`src/rtl/dice_pkg.sv`:
```
// rtl/dice_pkg.sv - shared constants for the dice roller and its display decoders
// Contents: FSM state encodings, blank face code, 7-segment patterns {g,f,e,d,c,b,a},
//           and the face-acceptance helper used by the framer.
package dice_pkg;

    localparam logic [1:0] ST_IDLE   = 2'd0;
    localparam logic [1:0] ST_ROLL   = 2'd1;
    localparam logic [1:0] ST_SETTLE = 2'd2;
    localparam logic [1:0] ST_SHOW   = 2'd3;

    localparam logic [2:0] FACE_BLANK = 3'd0;
    localparam logic [2:0] FACE_ONE   = 3'd1;

    localparam logic [6:0] SEG_1   = 7'b0000110;
    localparam logic [6:0] SEG_2   = 7'b1011011;
    localparam logic [6:0] SEG_3   = 7'b1001111;
    localparam logic [6:0] SEG_4   = 7'b1100110;
    localparam logic [6:0] SEG_5   = 7'b1101101;
    localparam logic [6:0] SEG_6   = 7'b1111101;
    localparam logic [6:0] SEG_OFF = 7'b0000000;

    // 0 and 7 are discarded so the six remaining codes stay equiprobable.
    function automatic logic is_face(input logic [2:0] cand);
        return (cand != 3'd0) && (cand != 3'd7);
    endfunction

endpackage

```
`src/rtl/dice_roller_if.sv`:
```
// rtl/dice_roller_if.sv - signal bundle between the dice roller and its environment
// Signals: bit_in (serial random bit), roll (raw button), face, seg, valid, busy, fallback.
// Modports: master drives bit_in/roll and observes results; slave is the dice roller side.
interface dice_roller_if;

    logic       bit_in;
    logic       roll;
    logic [2:0] face;
    logic [6:0] seg;
    logic       valid;
    logic       busy;
    logic       fallback;

    modport master (
        output bit_in,
        output roll,
        input  face,
        input  seg,
        input  valid,
        input  busy,
        input  fallback
    );

    modport slave (
        input  bit_in,
        input  roll,
        output face,
        output seg,
        output valid,
        output busy,
        output fallback
    );

endinterface

```
`src/rtl/seg7_dec.sv`:
```
// rtl/seg7_dec.sv - combinational face-to-7-segment decoder
// Ports: face [2:0] in (1..6 shown, anything else blank), seg [6:0] out {g,f,e,d,c,b,a} active-high.
module seg7_dec
    import dice_pkg::*;
(
    input  logic [2:0] face,
    output logic [6:0] seg
);

    always_comb begin
        seg = SEG_OFF;
        case (face)
            3'd1:    seg = SEG_1;
            3'd2:    seg = SEG_2;
            3'd3:    seg = SEG_3;
            3'd4:    seg = SEG_4;
            3'd5:    seg = SEG_5;
            3'd6:    seg = SEG_6;
            default: seg = SEG_OFF;
        endcase
    end

endmodule

```
`src/rtl/dice_roller.sv`:
```
// rtl/dice_roller.sv - frames a random bit stream into fair die faces and runs the roll FSM
// Ports: Cp clock (rising edge), Rn async active-low reset,
//        io.slave: bit_in, roll in; face, seg, valid, busy, fallback out.
// Parameters: SPIN_DIV - display updates every 2**SPIN_DIV accepted candidates while rolling;
//             MAX_REJECT - consecutive rejects after release before face 1 is forced.
module dice_roller
    import dice_pkg::*;
#(
    parameter int SPIN_DIV   = 2,
    parameter int MAX_REJECT = 8
) (
    input  logic          Cp,
    input  logic          Rn,
    dice_roller_if.slave  io
);

    localparam int SPIN_W = (SPIN_DIV > 0) ? SPIN_DIV : 1;
    localparam int REJ_W  = (MAX_REJECT > 1) ? $clog2(MAX_REJECT) : 1;
    localparam logic [REJ_W-1:0]  REJ_LAST  = REJ_W'(MAX_REJECT - 1);
    localparam logic [SPIN_W-1:0] SPIN_LAST = SPIN_W'((1 << SPIN_DIV) - 1);

    logic              roll_s1, roll_s2, roll_d;
    logic [1:0]        sh;
    logic [1:0]        bitcnt;
    logic [1:0]        state;
    logic [2:0]        face;
    logic              fallback;
    logic [SPIN_W-1:0] spin;
    logic [REJ_W-1:0]  rej;

    logic       rise, fall;
    logic       frame_end;
    logic [2:0] cand;
    logic       cand_ok, cand_rej;
    logic       spin_last;

    // Edges are taken from the synchronized value, never from the raw pin.
    assign rise = roll_s2 & ~roll_d;
    assign fall = ~roll_s2 & roll_d;

    // The bit arriving on the third edge of a frame is the LSB of the candidate.
    assign frame_end = (bitcnt == 2'd2);
    assign cand      = {sh, io.bit_in};
    assign cand_ok   = frame_end & is_face(cand);
    assign cand_rej  = frame_end & ~is_face(cand);
    assign spin_last = (SPIN_DIV == 0) ? 1'b1 : (spin == SPIN_LAST);

    always_ff @(posedge Cp or negedge Rn) begin
        if (!Rn) begin
            roll_s1  <= 1'b0;
            roll_s2  <= 1'b0;
            roll_d   <= 1'b0;
            sh       <= 2'b00;
            bitcnt   <= 2'd0;
            state    <= ST_IDLE;
            face     <= FACE_BLANK;
            fallback <= 1'b0;
            spin     <= '0;
            rej      <= '0;
        end else begin
            roll_s1 <= io.roll;
            roll_s2 <= roll_s1;
            roll_d  <= roll_s2;

            sh     <= {sh[0], io.bit_in};
            bitcnt <= frame_end ? 2'd0 : bitcnt + 2'd1;

            case (state)
                ST_IDLE: begin
                    if (rise) begin
                        state <= ST_ROLL;
                        spin  <= '0;
                    end
                end
                ST_ROLL: begin
                    // A candidate landing with the release only spins the display;
                    // the final face comes from a later frame.
                    if (cand_ok) begin
                        spin <= spin + 1'b1;
                        if (spin_last) begin
                            face <= cand;
                        end
                    end
                    if (fall) begin
                        state <= ST_SETTLE;
                        rej   <= '0;
                    end
                end
                ST_SETTLE: begin
                    if (rise) begin
                        state <= ST_ROLL;
                        spin  <= '0;
                    end else if (cand_ok) begin
                        face  <= cand;
                        state <= ST_SHOW;
                    end else if (cand_rej) begin
                        if (rej == REJ_LAST) begin
                            face     <= FACE_ONE;
                            fallback <= 1'b1;
                            state    <= ST_SHOW;
                        end else begin
                            rej <= rej + 1'b1;
                        end
                    end
                end
                default: begin
                    if (rise) begin
                        state    <= ST_ROLL;
                        spin     <= '0;
                        fallback <= 1'b0;
                    end
                end
            endcase
        end
    end

    assign io.face     = face;
    assign io.fallback = fallback;
    assign io.valid    = (state == ST_SHOW);
    assign io.busy     = (state == ST_ROLL) || (state == ST_SETTLE);

    seg7_dec u_seg7_dec (
        .face (face),
        .seg  (io.seg)
    );

endmodule
```
`src/flat_wrapper.sv`:
```
// flat-port wrapper written by rule: the top's interface ports become plain ports
module dice_roller_flat import dice_pkg::*;
#(
    parameter int SPIN_DIV   = 2,
    parameter int MAX_REJECT = 8
)
  (Cp, Rn, io_bit_in, io_roll, io_face, io_seg, io_valid, io_busy, io_fallback);
  dice_roller_if io_i ();
  input  logic Cp;
  input  logic Rn;
  input wire logic [$bits(io_i.bit_in)-1:0] io_bit_in;
  input wire logic [$bits(io_i.roll)-1:0] io_roll;
  output wire logic [$bits(io_i.face)-1:0] io_face;
  output wire logic [$bits(io_i.seg)-1:0] io_seg;
  output wire logic [$bits(io_i.valid)-1:0] io_valid;
  output wire logic [$bits(io_i.busy)-1:0] io_busy;
  output wire logic [$bits(io_i.fallback)-1:0] io_fallback;
  assign io_i.bit_in = io_bit_in;
  assign io_i.roll = io_roll;
  assign io_face = io_i.face;
  assign io_seg = io_i.seg;
  assign io_valid = io_i.valid;
  assign io_busy = io_i.busy;
  assign io_fallback = io_i.fallback;
  dice_roller #(.SPIN_DIV(SPIN_DIV), .MAX_REJECT(MAX_REJECT)) u_core (.Cp(Cp), .Rn(Rn), .io(io_i));
endmodule
```
`config.mk`:
```
export PLATFORM = sky130hd
export DESIGN_NAME = dice_roller_flat
export DESIGN_NICKNAME = d
export VERILOG_FILES = /design/src/rtl/dice_pkg.sv /design/src/rtl/dice_roller_if.sv /design/src/rtl/seg7_dec.sv /design/src/rtl/dice_roller.sv /design/src/flat_wrapper.sv
export SDC_FILE = /design/constraint.sdc
export NUM_CORES = 1
export LEC_CHECK = 0
export BUFFER_PORTS_ARGS = -buffer_cell sky130_fd_sc_hd__buf_2
export CAP_MARGIN = 15
export CORE_MARGIN = 1
export CORE_UTILIZATION = 45
export DETAILED_ROUTE_END_ITERATION = 8
export MAX_ROUTING_LAYER = met4
export PLACE_DENSITY = 0.66
export SLEW_MARGIN = 30
export SYNTH_ARGS = -nofsm -noshare
export SYNTH_HDL_FRONTEND = slang
export SYNTH_SLANG_ARGS = --single-unit
```
`constraint.sdc`:
```
create_clock -name Cp -period 2.24 [get_ports Cp]
set_input_delay 0.224 -clock Cp [delete_from_list [all_inputs] [get_ports Cp]]
set_output_delay 0.224 -clock Cp [all_outputs]
set_load 0.01 [all_outputs]
```
==> flow_summary.ini <==
[run_status]
status = finished, final reports clean

[floorplan]
die_area_sq_um = 2490
rows = 16
core_area_sq_um = 2060
die_w_um = 49.9
start_util_pct = 50.0
die_y_um = 49.9
io_pins = 17

[drt]
drtAntennaViolNets = 0
dr.pass1.iters = 2
drt_wl_total_mm = 1.83
viasPerCell = 5.10
wl_per_cell_um = 12.8
vias = 729
drt_first_iter_violations = 3
drcViolationCount = 0

[synth]
syn_area_sq_um = 1030
async_reset_ff_share_pct = 100
synth_ff_type = dfrtp_1
synth_fp_nets = 110
synthCells = 98
synth_top_area_cell = dfrtp_1
synthTopCellsByArea = dfrtp_1 44%, ha_1 9.7%, mux2i_1 6.8%
avgSynthCellArea_sq_um = 10.5
yosysWarnings = 0
synth_edf_count = 0
ys_ff_latch = 18
synth_top_area_share_pct = 43.7
ys_seq_area_share_pct = 43.7
ys_types = 31

[grt]
grt_pass1_vias = 719
track_usage_pct = 17.9
antenna_found_initial = 0
grt_pass1_wl_mm = 3.24
grt_max_degree = 19
grt_overflow = 0

[cts]
root_buffer = clkbuf_4
cts-resized-gates = 0
worstSkewPairLatency_ns = 0.30
cts_tree = built
cts_max_level = 1
cts_buffers = 3
cts_sinks = 18
post-cts-setup-buffers = 0
clkTransAtPathRegs_ns = 0.12
cts_buffer_depth = 2

[power_and_ir_drop]
p_per_area_nw_per_um2 = 1300
ir_drop_mv = 0.627
p_leak_uw = 0.000595

[layout]
multi_input_area_sq_um = 529
drive_gt1_share_pct = 24.1
final_nets = 129
num_antenna_cells = 0
regArea_sq_um = 450
syn_to_final_growth_pct = 13.8
fillerInstances = 189
stdcell_count = 143

[sta]
tns_ns = 0
tightest_slew_ns = 0.401
fmax_mhz = 510
rsz0062_at_grt = false
setup_viol = 0
report.final.hold_viol_count = 0
skew_ns = 0.0153
slew_viol_final = 0
slew_headroom_pct = 73.3
period_needed_ns = 1.96
finalCritPeriodShare_pct = 87.5

[worst_setup_path]
crit_path_start_kind = register
path_class = reg -> reg
critical_path.top_delay_family = multiplexers
slowest_delay_ns = 0.44
path_cells = inv_1 -> ha_1 -> mux2i_1 -> nor2_1 -> a31oi_1 -> a21oi_1 -> mux2_2
cp.required_ns = 2.42
cp_slowest_cell = dfrtp_1
crit_buf_inv = 1
cp-end-kind = register
arrival_ns = 2.14
cp_max_fo = 8

[placement]
io_buffers = 16
dp_cells = 138
place_congestion = 0.769
detailed_place_hpwl_mm = 1.42

[worst_hold_path]
worstHoldPathType = in -> reg

[run]
drv_cap = 0
-- cell families after synthesis --
| kind of cell | count (synthesis) | synth area share [%] |
|---|---|---|
| DFF | 18 | 43.7 |
| xor gates and xnor gates | 3 | 2.55 |
| buffers and inverters | 12 | 4.97 |
| muxes | 9 | 9.34 |
| adders and majority gates | 8 | 9.71 |
| AOI/OAI and AO/OA | 21 | 14.4 |
| and+or+nand+nor | 27 | 15.3 |
-- per-layer routing --
| metal | GRT usage [%] | vias up | share of wire (%) |
|---|---|---|---|
| met1 | 22.6 | 348 | 50 |
| met4 | 4.29 | 0 | 0.60 |
| met2 | 27.9 | 9 | 47 |
| met3 | 5.56 | 2 | 2.6 |
| li1 | - | 370 | - |
| met5 | - | - | 0 |
-- what timing repair did --
action                                 4_1_cts  5_1_grt
endpoints found under the hold margin       18        0
setup endpoints to repair                    0        0
hold buffers                                 1        0
-- synthesized netlist by cell type, types with 2 or more instances --
cell / count
a21oi_1: 5
nand2b_1: 3
xnor2_1: 2
nand3_1: 2
ha_1: 8
o21ai_0: 6
nand2_1: 9
nor2_1: 7
nor3_4: 2
inv_1: 9
dfrtp_1: 18
o31ai_1: 2
mux2i_1: 7
-- placed cells by master (no fill, tap or decap), types with 3 or more instances in the layout --
| master | instances |
|---|---|
| ha_1 | 8 |
| nor2_1 | 7 |
| o21ai_0 | 6 |
| clkbuf_4 | 3 |
| inv_1 | 9 |
| nand2_1 | 9 |
| mux2i_1 | 7 |
| dfrtp_1 | 18 |
| a21oi_1 | 5 |
| nand2b_1 | 3 |
| buf_2 | 16 |
-- registers in the layout, indices dropped and copies added, names as in the netlist --
| name | count |
|---|---|
| u_core.roll_s2 | 1 |
| u_core.roll_d | 1 |
| u_core.io.fallback | 1 |
| u_core.roll_s1 | 1 |
| u_core.sh | 2 |
| u_core.io.face | 3 |
| u_core.spin | 2 |
| u_core.state | 2 |
| u_core.bitcnt | 2 |
| u_core.rej | 3 |
-- where the power goes --
part	total, uW	internal [uW]	switching (uW)
Combinational	815	384	431
Clock	204	99.0	105
Sequential	509	410	98.7
Total	1530	893	635
-- cell type report --
cell class / instances / share of cell area, %
multi-input cells: 68 / 45.1
flip-flops and latches: 18 / 38.4
repair buffers: 17 / 7.68
clock buffers: 4 / 3.09
inverters: 9 / 2.88
well taps: 27 / 2.88
-- stage by stage --
| step | utilization [%] | hold WS [ns] | setup WS (ns) | area (sq um) | power [uW] |
|---|---|---|---|---|---|
| global placement | 54.7 | 0.172 | 0.361 | 1130 | 1310 |
| global route | 56.9 | 0.0146 | 0.112 | 1170 | 1670 |
| floorplan | - | -0.0716 | 0.498 | 1030 | 1110 |
| finish | 56.9 | 0.0360 | 0.280 | 1170 | 1530 |
| detailed placement | 54.7 | 0.175 | 0.294 | 1130 | 1340 |
| CTS | 56.9 | 0.0205 | 0.272 | 1170 | 1550 |
-- path summary, 6_finish.rpt --
kind                            startpoint          endpoint  slack (ns)  cells past startpoint
max                        u_core.state[0]     u_core.rej[0]        0.28                      7
min                                io_roll    u_core.roll_s1        0.04                      1
max reg2reg                u_core.state[0]     u_core.rej[0]        0.28                      7
min reg2reg                 u_core.roll_s1    u_core.roll_s2        0.36                      0
max in group asynchronous               Rn  u_core.bitcnt[1]        1.58                      2
min in group asynchronous               Rn    u_core.spin[0]        0.36                      2
Note: power is estimated with default switching activity, not from simulation.
